## config.mk

```make
export PLATFORM = sky130hd
export DESIGN_NAME = crypto_feistel_slave
export DESIGN_NICKNAME = d
export VERILOG_FILES = /design/src/rtl/crypto_pkg.sv /design/src/rtl/feistel_f.sv /design/src/rtl/crypto_feistel_slave.sv
export SDC_FILE = /design/constraint.sdc
export NUM_CORES = 1
export LEC_CHECK = 0
export CAP_MARGIN = 20
export CORE_MARGIN = 2
export CORE_UTILIZATION = 51
export CTS_CLUSTER_DIAMETER = 200
export CTS_CLUSTER_SIZE = 40
export DETAILED_ROUTE_END_ITERATION = 8
export GPL_TIMING_DRIVEN = 0
export PLACE_DENSITY_LB_ADDON = 0.3
export SYNTH_ARGS = -nofsm -noshare
export SYNTH_HDL_FRONTEND = slang
export SYNTH_HIERARCHICAL = 1
export SYNTH_SLANG_ARGS = --single-unit
```

## constraint.sdc

```tcl
create_clock -name clk -period 9.3 [get_ports clk]
set_input_delay 0.93 -clock clk [delete_from_list [all_inputs] [get_ports clk]]
set_output_delay 0.93 -clock clk [all_outputs]
set_load 0.01 [all_outputs]
```

## src/rtl/crypto_pkg.sv

```systemverilog
// -----------------------------------------------------------------------------
// crypto_pkg
//   Shared definitions for the crypto_feistel_slave accelerator: datapath
//   width, register offsets, CTRL/STAT bit positions, FSM state type, the
//   default ID constant and the round-key helper.
// -----------------------------------------------------------------------------
package crypto_pkg;

    // Width of one Feistel half, one key word and one bus word.
    localparam int W = 19;

    localparam logic [W-1:0] ID_DEFAULT = 19'h7C0DE;

    // Register offsets (addr[2:0]).
    localparam logic [2:0] A_CTRL   = 3'd0;
    localparam logic [2:0] A_KEY0   = 3'd1;
    localparam logic [2:0] A_KEY1   = 3'd2;
    localparam logic [2:0] A_DIN_L  = 3'd3;
    localparam logic [2:0] A_DIN_R  = 3'd4;
    localparam logic [2:0] A_DOUT_L = 3'd5;
    localparam logic [2:0] A_DOUT_R = 3'd6;
    localparam logic [2:0] A_ID     = 3'd7;

    // CTRL write bits.
    localparam int CTRL_START    = 0;
    localparam int CTRL_MODE     = 1;
    localparam int CTRL_DONE_CLR = 2;

    // STAT read bits.
    localparam int STAT_BUSY = 0;
    localparam int STAT_DONE = 1;
    localparam int STAT_MODE = 2;

    typedef enum logic {
        S_IDLE = 1'b0,
        S_RUN  = 1'b1
    } state_e;

    // Round key: even rounds use KEY0, odd rounds KEY1, each XORed with the
    // zero-extended round index.
    function automatic logic [W-1:0] round_key(
        input logic [W-1:0] key0,
        input logic [W-1:0] key1,
        input logic [2:0]   idx
    );
        return (idx[0] ? key1 : key0) ^ {{(W-3){1'b0}}, idx};
    endfunction

endpackage

```

## src/rtl/feistel_f.sv

```systemverilog
// -----------------------------------------------------------------------------
// feistel_f
//   Combinational Feistel round function F(x,k) = rotl(x,3) ^ (x + k) mod 2^W.
//   Ports:
//     x  in  W  data half
//     k  in  W  round key
//     f  out W  round function result
// -----------------------------------------------------------------------------
module feistel_f
    import crypto_pkg::*;
(
    input  logic [W-1:0] x,
    input  logic [W-1:0] k,
    output logic [W-1:0] f
);

    logic [W-1:0] rot;
    logic [W-1:0] sum;

    always_comb begin
        rot = {x[W-4:0], x[W-1:W-3]};
        sum = x + k;   // carry out of bit W-1 is discarded (mod 2^W)
        f   = rot ^ sum;
    end

endmodule

```

## src/rtl/crypto_feistel_slave.sv

```systemverilog
// -----------------------------------------------------------------------------
// crypto_feistel_slave
//   Memory-mapped iterative Feistel cipher (two 19-bit halves, one round per
//   cycle). Software loads KEY0/KEY1/DIN_L/DIN_R, writes START (+MODE) to
//   CTRL, polls STAT for DONE and reads DOUT_L/DOUT_R.
//   Ports:
//     clk    in   1   rising-edge clock
//     rst    in   1   synchronous active-high reset
//     valid  in   1   bus select
//     write  in   1   1 = write, 0 = read
//     addr   in   19  word address, only addr[2:0] decoded
//     wdata  in   19  write data
//     rdata  out  19  combinational read data (0 when not reading)
// -----------------------------------------------------------------------------
module crypto_feistel_slave
    import crypto_pkg::*;
#(
    parameter int           ROUNDS   = 8,
    parameter logic [W-1:0] ID_VALUE = ID_DEFAULT
) (
    input  logic         clk,
    input  logic         rst,
    input  logic         valid,
    input  logic         write,
    input  logic [W-1:0] addr,
    input  logic [W-1:0] wdata,
    output logic [W-1:0] rdata
);

    localparam logic [2:0] LAST_ROUND = 3'(ROUNDS - 1);

    // Software-visible registers.
    logic [W-1:0] key0_q,   key0_d;
    logic [W-1:0] key1_q,   key1_d;
    logic [W-1:0] din_l_q,  din_l_d;
    logic [W-1:0] din_r_q,  din_r_d;
    logic [W-1:0] dout_l_q, dout_l_d;
    logic [W-1:0] dout_r_q, dout_r_d;
    logic         done_q,   done_d;
    logic         mode_q,   mode_d;

    // Working copy of the operation, snapshotted at START so later bus
    // writes to KEY/DIN cannot disturb a running operation.
    logic [W-1:0] wl_q,  wl_d;
    logic [W-1:0] wr_q,  wr_d;
    logic [W-1:0] wk0_q, wk0_d;
    logic [W-1:0] wk1_q, wk1_d;
    logic [2:0]   cnt_q, cnt_d;
    state_e       state_q, state_d;

    logic         wr_en;
    logic         rd_en;
    logic [2:0]   reg_sel;
    logic         start_req;
    logic         clr_req;
    logic [W-1:0] f_x;
    logic [W-1:0] f_k;
    logic [W-1:0] f_out;
    logic [W-1:0] round_l;
    logic [W-1:0] round_r;
    logic         last_round;
    logic         unused_addr_bits;

    assign unused_addr_bits = ^addr[W-1:3];

    assign reg_sel   = addr[2:0];
    assign wr_en     = valid & write;
    assign rd_en     = valid & ~write;
    assign start_req = wr_en && (reg_sel == A_CTRL) && wdata[CTRL_START];
    assign clr_req   = wr_en && (reg_sel == A_CTRL) && wdata[CTRL_DONE_CLR];

    // Encrypt feeds F with R, decrypt with L; the key follows counter parity.
    assign f_x = mode_q ? wl_q : wr_q;
    assign f_k = round_key(wk0_q, wk1_q, cnt_q);

    feistel_f u_feistel_f (
        .x (f_x),
        .k (f_k),
        .f (f_out)
    );

    assign round_l    = mode_q ? (wr_q ^ f_out) : wr_q;
    assign round_r    = mode_q ? wl_q           : (wl_q ^ f_out);
    assign last_round = mode_q ? (cnt_q == 3'd0) : (cnt_q == LAST_ROUND);

    // NOTE: every signal assigned here gets a default first, so no path
    // through the case statements can leave one unassigned and infer a latch.
    always_comb begin
        key0_d   = key0_q;
        key1_d   = key1_q;
        din_l_d  = din_l_q;
        din_r_d  = din_r_q;
        dout_l_d = dout_l_q;
        dout_r_d = dout_r_q;
        done_d   = done_q;
        mode_d   = mode_q;
        wl_d     = wl_q;
        wr_d     = wr_q;
        wk0_d    = wk0_q;
        wk1_d    = wk1_q;
        cnt_d    = cnt_q;
        state_d  = state_q;

        // Register-file writes are accepted in any state.
        if (wr_en) begin
            case (reg_sel)
                A_KEY0:  key0_d  = wdata;
                A_KEY1:  key1_d  = wdata;
                A_DIN_L: din_l_d = wdata;
                A_DIN_R: din_r_d = wdata;
                default: ;
            endcase
        end

        if (clr_req) begin
            done_d = 1'b0;
        end

        case (state_q)
            S_IDLE: begin
                if (start_req) begin
                    wl_d    = din_l_q;
                    wr_d    = din_r_q;
                    wk0_d   = key0_q;
                    wk1_d   = key1_q;
                    mode_d  = wdata[CTRL_MODE];
                    cnt_d   = wdata[CTRL_MODE] ? LAST_ROUND : 3'd0;
                    done_d  = 1'b0;
                    state_d = S_RUN;
                end
            end
            S_RUN: begin
                wl_d = round_l;
                wr_d = round_r;
                if (last_round) begin
                    // Completion overrides a DONE_CLR arriving on the same edge.
                    dout_l_d = round_l;
                    dout_r_d = round_r;
                    done_d   = 1'b1;
                    state_d  = S_IDLE;
                end else begin
                    cnt_d = mode_q ? (cnt_q - 3'd1) : (cnt_q + 3'd1);
                end
            end
            default: state_d = S_IDLE;
        endcase
    end

    // NOTE: state is updated with non-blocking assignments so every flop
    // samples the pre-edge value of every other flop.
    always_ff @(posedge clk) begin
        if (rst) begin
            key0_q   <= '0;
            key1_q   <= '0;
            din_l_q  <= '0;
            din_r_q  <= '0;
            dout_l_q <= '0;
            dout_r_q <= '0;
            done_q   <= 1'b0;
            mode_q   <= 1'b0;
            wl_q     <= '0;
            wr_q     <= '0;
            wk0_q    <= '0;
            wk1_q    <= '0;
            cnt_q    <= 3'd0;
            state_q  <= S_IDLE;
        end else begin
            key0_q   <= key0_d;
            key1_q   <= key1_d;
            din_l_q  <= din_l_d;
            din_r_q  <= din_r_d;
            dout_l_q <= dout_l_d;
            dout_r_q <= dout_r_d;
            done_q   <= done_d;
            mode_q   <= mode_d;
            wl_q     <= wl_d;
            wr_q     <= wr_d;
            wk0_q    <= wk0_d;
            wk1_q    <= wk1_d;
            cnt_q    <= cnt_d;
            state_q  <= state_d;
        end
    end

    // Read mux: zero unless a read is presented this cycle.
    always_comb begin
        rdata = '0;
        if (rd_en) begin
            case (reg_sel)
                A_CTRL: begin
                    rdata[STAT_BUSY] = (state_q == S_RUN);
                    rdata[STAT_DONE] = done_q;
                    rdata[STAT_MODE] = mode_q;
                end
                A_KEY0:   rdata = key0_q;
                A_KEY1:   rdata = key1_q;
                A_DIN_L:  rdata = din_l_q;
                A_DIN_R:  rdata = din_r_q;
                A_DOUT_L: rdata = dout_l_q;
                A_DOUT_R: rdata = dout_r_q;
                A_ID:     rdata = ID_VALUE;
                default:  rdata = '0;
            endcase
        end
    end

endmodule
```

Word level (Yosys, flattened, before mapping) --
Cells that the tools add are included.
Word-level totals: flip-flop bits (word level) 196, bits of input ports 42, output and inout port bits 19, word-level logic and storage cells 71
Operators by class: add/sub/neg operators 3, eq/ne operators 10, mux-type cells 24, bitwise operators 8, reductions and logical operators 12
Operators with widths (number):
- two-way mux 19 bit | 7
- case mux 16 bit (7 select lines) | 1
- case mux 19 bit (2 select lines) | 2
- bitwise XOR 19 bit | 3
- case mux 3 bit (8 select lines) | 1
- adder 19 bit | 1
- bitwise XOR 19 x 3 -> 19 bit | 1
- == test 3 bit (second input constant) | 5
- AND reduction 2 bit | 7
- two-way mux 3 bit | 4
- == test 3 x 2 -> 1 bit (second input constant) | 2
- logical NOT 3 bit | 2
- two-way mux 1 bit | 6
- case mux 3 bit (2 select lines) | 1
- inequality test 2 bit (second input constant) | 2
- case mux 1 bit (2 select lines) | 2
- adder 3 x 1 -> 3 bit (second input constant) | 1
- == test 3 x 1 -> 1 bit (second input constant) | 1
- logical AND 1 bit | 3
- subtractor 3 x 1 -> 3 bit (second input constant) | 1
- bitwise AND 1 bit | 2
- NOT 1 bit | 2

Depth between registers and ports, before layout --
Gate-level depths: netlist of run 1.
word-level depth 7, gate-level depth with buffers 16, mapped depth without buffers 15

Cells and area by module --
Netlist of run 1, hierarchy kept.
By module, submodules not included:
- crypto_feistel_slave | instances 1, cells each 1128, area an instance 9399.0 sq um, seq. area each 3923.8 sq um
- feistel_f | instances 1, cells each 160, area an instance 1209.9 sq um, seq. area each 0.0 sq um

Worst setup path before layout of run 1 --
OpenSTA, ideal clock, no wires.
path type register to register, from register mode_q, to register wr_q[13], library setup time 0.133 ns, arrival time 3.502 ns, data required time 9.167 ns, path slack 5.666 ns, stages on the path, launching flop included 15, path buffers 3, clock period less this slack 3.634 ns, path through dfxtp_1 > clkbuf_1 > buf_2 > buf_2 > mux2_2 > ha_1 > and2_4 > a221oi_4 > a211oi_2 > or4_1 > o311ai_1 > nor2b_1 > xnor2_1 > a21o_1 > a21oi_1
On the way: longest elaborated chain between the ends 6
Ends and longest elaborated chain:
- start, declared | RTL line crypto_feistel_slave.sv:40 | logic mode_q, mode_d;
- start signal, assigned | RTL line crypto_feistel_slave.sv:175 | mode_q <= mode_d;
- two-way mux 19 bit | RTL line crypto_feistel_slave.sv:73 | assign f_x = mode_q ? wl_q : wr_q;
- named net f_x[4] | RTL line crypto_feistel_slave.sv:56 | logic [W-1:0] f_x;
- adder 19 bit | RTL line feistel_f.sv:22 | sum = x + k;
- bitwise XOR 19 bit | RTL line feistel_f.sv:23 | f = rot ^ sum;
- named net f_out[13] | RTL line crypto_feistel_slave.sv:58 | logic [W-1:0] f_out;
- bitwise XOR 19 bit | RTL line crypto_feistel_slave.sv:83 | assign round_r = mode_q ? wl_q : (wl_q ^ f_out);
- two-way mux 19 bit | RTL line crypto_feistel_slave.sv:83
- case mux 19 bit (2 select lines) | RTL line crypto_feistel_slave.sv:119 | case (state_q)
- end signal, assigned | RTL line crypto_feistel_slave.sv:177 | wr_q <= wr_d;
- end, declared | RTL line crypto_feistel_slave.sv:45 | logic [W-1:0] wr_q, wr_d;
The timed path passes the listed nets, and every way through them passes these cells. A chain may end at the register's enable or synchronous reset.

Worst setup path after layout of run 1 --
from input port addr[1], to output port rdata[18]
On the way: longest elaborated chain between the ends 3, elaborated cells on any way between the ends 9, classes of those cells 7 x eq/ne; 2 x mux
Ends and longest elaborated chain:
- start, declared | RTL line crypto_feistel_slave.sv:25 | input logic [W-1:0] addr,
- == test 3 bit (tied with other cells) | RTL line crypto_feistel_slave.sv:189 | case (reg_sel)
- case mux 16 bit (7 select lines) * | RTL line crypto_feistel_slave.sv:189
- two-way mux 19 bit * | RTL line crypto_feistel_slave.sv:188 | if (rd_en) begin
- end, declared | RTL line crypto_feistel_slave.sv:27 | output logic [W-1:0] rdata
Every way passes the cells marked *; elsewhere a longest branch is shown, timed or not.

==> results of run 1 <==
## report_power, final
part | internal, mW | switching [mW]
clock network | 0.383 | 0.368
registers | 0.846 | 0.00743
logic | 0.0504 | 0.0937
## stage by stage
stage               hold WS, ns  utilization [%]  cell area, sq um
CTS                       0.456             58.9             12000
global route              0.477             58.9             12000
finish                    0.454             58.9             12000
floorplan                 0.433                -             10600
global placement          0.440             56.0             11400
detailed placement        0.446             56.0             11400
## path summary, 6_finish.rpt
| check | start | to | slack, ns | depth (start not counted) |
|---|---|---|---|---|
| worst min register to register | wk0_q[6] | wk0_q[6] | 0.45 | 2 |
| worst min-delay path | wk0_q[6] | wk0_q[6] | 0.45 | 2 |
| worst max register to register | mode_q | wr_q[14] | 4.54 | 14 |
| worst max-delay path | addr[1] | rdata[18] | 4.32 | 7 |
## worst min-delay path: stages, from the launching register on
cell and delay [ns]:
dfxtp_1 0.31, nand2_1 0.05, a21oi_1 0.05
## area by class of cell
class,instances,area [sq um]
sequential,196,3920
multi-input combinational,982,6190
inverter,13,48.8
clock buffer,17,425
fill,1884,8340
tap,270,338
timing repair buffer,42,420
buffer,97,449
clock inverter,14,164
## per-layer routing
metal / wire length (um) / part of all wire, % / vias up
li1: - / - / 4631
met1: 14700 / 41 / 4800
met2: 15800 / 44 / 544
met3: 3250 / 9.0 / 105
met4: 2240 / 6.2 / 2
met5: 18 / 0.050 / -
## cells by family (layout without fill, tap and decap cells)
group / Yosys count / count (layout)
multiplexers: 99 / 99
flip-flops: 196 / 196
XOR/XNOR: 76 / 76
AND/OR/NAND/NOR: 420 / 420
adder cells (fa/ha/maj): 20 / 20
buffers and inverters: 110 / 183
AO/OA/AOI/OAI: 367 / 367
## state kept, by name (all words and copies together) (netlist names)
signal    count
din_l_q      19
din_r_q      19
dout_l_q     19
dout_r_q     19
key0_q       19
key1_q       19
wk0_q        19
wk1_q        19
wl_q         19
wr_q         19
cnt_q         3
done_q        1
mode_q        1
state_q       1
## placed cells by master (no fill, tap or decap), types with 4 or more instances in the layout
cell type        Yosys  routed
a211oi_1            49      49
a21o_1              48      48
a21oi_1            179     179
a221oi_1            13      13
a22oi_1              4       4
a31oi_1              8       8
a32oi_1             11      11
buf_2               35      35
buf_4                4       4
clkbuf_1            52      52
clkbuf_16            0      17
clkdlybuf4s50_1      0      42
dfxtp_1            196     196
ha_1                18      18
inv_1               13      13
inv_8                0       5
mux2_2              53      53
mux2i_1             45      45
nand2_1            269     269
nand2b_1             9       9
nand3_1             14      14
nor2_1              63      63
nor2b_1             25      25
nor3_1               7       7
o211ai_1             6       6
o21ai_0             15      15
o22ai_1              7       7
xnor2_1             42      42
xor2_1              34      34
==> metrics, run 1 <==
simple-gate share of the synthesized area 17.3%; top_reg_cell synth dfxtp_1; first-pass GRT wire length 54.5 mm; largest net degree at the start of global routing 20; gr ovfl total 0; DR iter-0 viols 1,122; Peak Freq 201 MHz; Max Transition Viols Final 0; static leakage 4.23 nW; routing usage on met3 5.95%; type of origin of the critical path input port; critical path endpoint category output pin; WL/cell 22.1 um; Period Utilization, post-route 53.5%; max_slew headroom 42.7%; Initial Utilization 52.3%; Worst-Skew Late Latency between 0.4 and 0.5 ns; Detailed Routing Iterations Pass 1 5; mux cell area share after synthesis under 10%; Nets 1,411; TNS Setup 0 ns; routed via count about 10,000; IO buf count 42; # diodes 0; Yosys Warn Count 6; count leader, synth nand2_1; Die ar. 22,000 sq um; largest family of logic cells by synthesized area compound AO/OA/AOI/OAI gates; Hold Path Class register to register; Total GRT Usage around a third; Area Overhead vs Synth 12.7%; core area 20,300 sq um; CP top delay family buffers and inverters; maximum capacitance violations 0; Antenna Nets Post-Route 0; M2 GR Usage 50.1%; Yosys cell types 68; CTS Buf Count 17; residual DRC count 0; Synth Area in Compound Gates 22.2%; Post-synth EDFFs 0; top cells by count, synth nand2_1, dfxtp_1, a21oi_1; RSZ-0062 raised after global routing no; Slowest cell on crit path clkdlybuf4s50_1; setup violators final 0; pre-CTS setup slack ~4.5 ns; die height about 150 um; Final Non-Filler Cells 1,631; Post-Syn Area between 10,000 and 15,000 sq um; post-CTS resize count 0; Final Wtd Congestion 1.03; register area share after synthesis 37.0%; area share of the largest cell type after synthesis between 30 and 40%; Worst Path Arrival between 4 and 5 ns; minimum clock period 4.98 ns; Critical Path RT 8.37 ns; Setup Buffers After CTS 0; root buf cell clkbuf_16; Worst Path Buf+Inv 5; met1 Use GR 43.9%; Synth Area in XOR/XNOR 6.27%; I/O pins 61; Die Width between 100 and 150 um; asr flop ratio synth 0%; CTS Hold Buffers Added 0; #FFs+latches synth 196; clock sink count 196; Critical Path Max Stage Delay 0.67 ns; dpl hpwl 27.8 mm; syn_nets around 1,400; PwrDens between 100 and 150 nW/um^2; layout cell share with drive strength beyond 1 10.6%; row count 52; vias in the first global route 9,414; H-Tree Depth 4; final worst slack roughly 4.3 ns; post-synthesis area per instance 8.24 sq um; Cells after Synth approximately 1,300; Placed Instances 1,600; largest cells by area after synthesis dfxtp_1, nand2_1, a21oi_1; CP Max Fanout 10; CTS tree done; average vias per placed instance slightly above 6; Clk pin slew, worst setup/hold paths 0.07 ns; initial antenna violation count 1; maximum buffer depth of the clock tree 2; Power, Total 1.75 mW; Peak VDD IR 0.000130 V; status completed; Clock Skews 0.0134 ns; adder-cell share of the synthesized area under 10%; Least-Margin Pin Slew 0.859 ns; worst-path cell chain clkdlybuf4s50_1, buf_2, buf_2, clkbuf_1, a221oi_1, a211oi_1, clkdlybuf4s50_1; Final Hold Fails 0; gr busiest metal met2; drt total wl 36.0 mm; Synth area leader dfxtp_1; Crit Path Category input port to output pin
Note: power is estimated with default switching activity, not from simulation.
==> run 2, diff against run 1 <==
==> constraint.sdc (replaced) <==
create_clock -name clk -period 5.1 [get_ports clk]
set_input_delay 0.51 -clock clk [delete_from_list [all_inputs] [get_ports clk]]
set_output_delay 0.51 -clock clk [all_outputs]
set_load 0.01 [all_outputs]
==> results of run 2 <==
The final DEF is identical to that of run 1. Status: completed.
Among the figures that moved: setup slack after placement 4.47 ns -> 0.456 ns; clock-pin slew on the worst setup and hold paths 0.07 ns -> 0.08 ns; setup slack after layout 4.32 ns -> 0.343 ns; hold slack 0.454 ns -> 0.420 ns; start point of the critical path addr[1] -> mode_q; end point of the critical path rdata[18] -> wr_q[14]; register-to-register setup slack 4.54 ns -> 0.34 ns; end point of the worst hold path wk0_q[6] -> din_l_q[1]; total power 1.75 mW -> 3.19 mW; worst IR drop on VDD 0.000130 V -> 0.000236 V
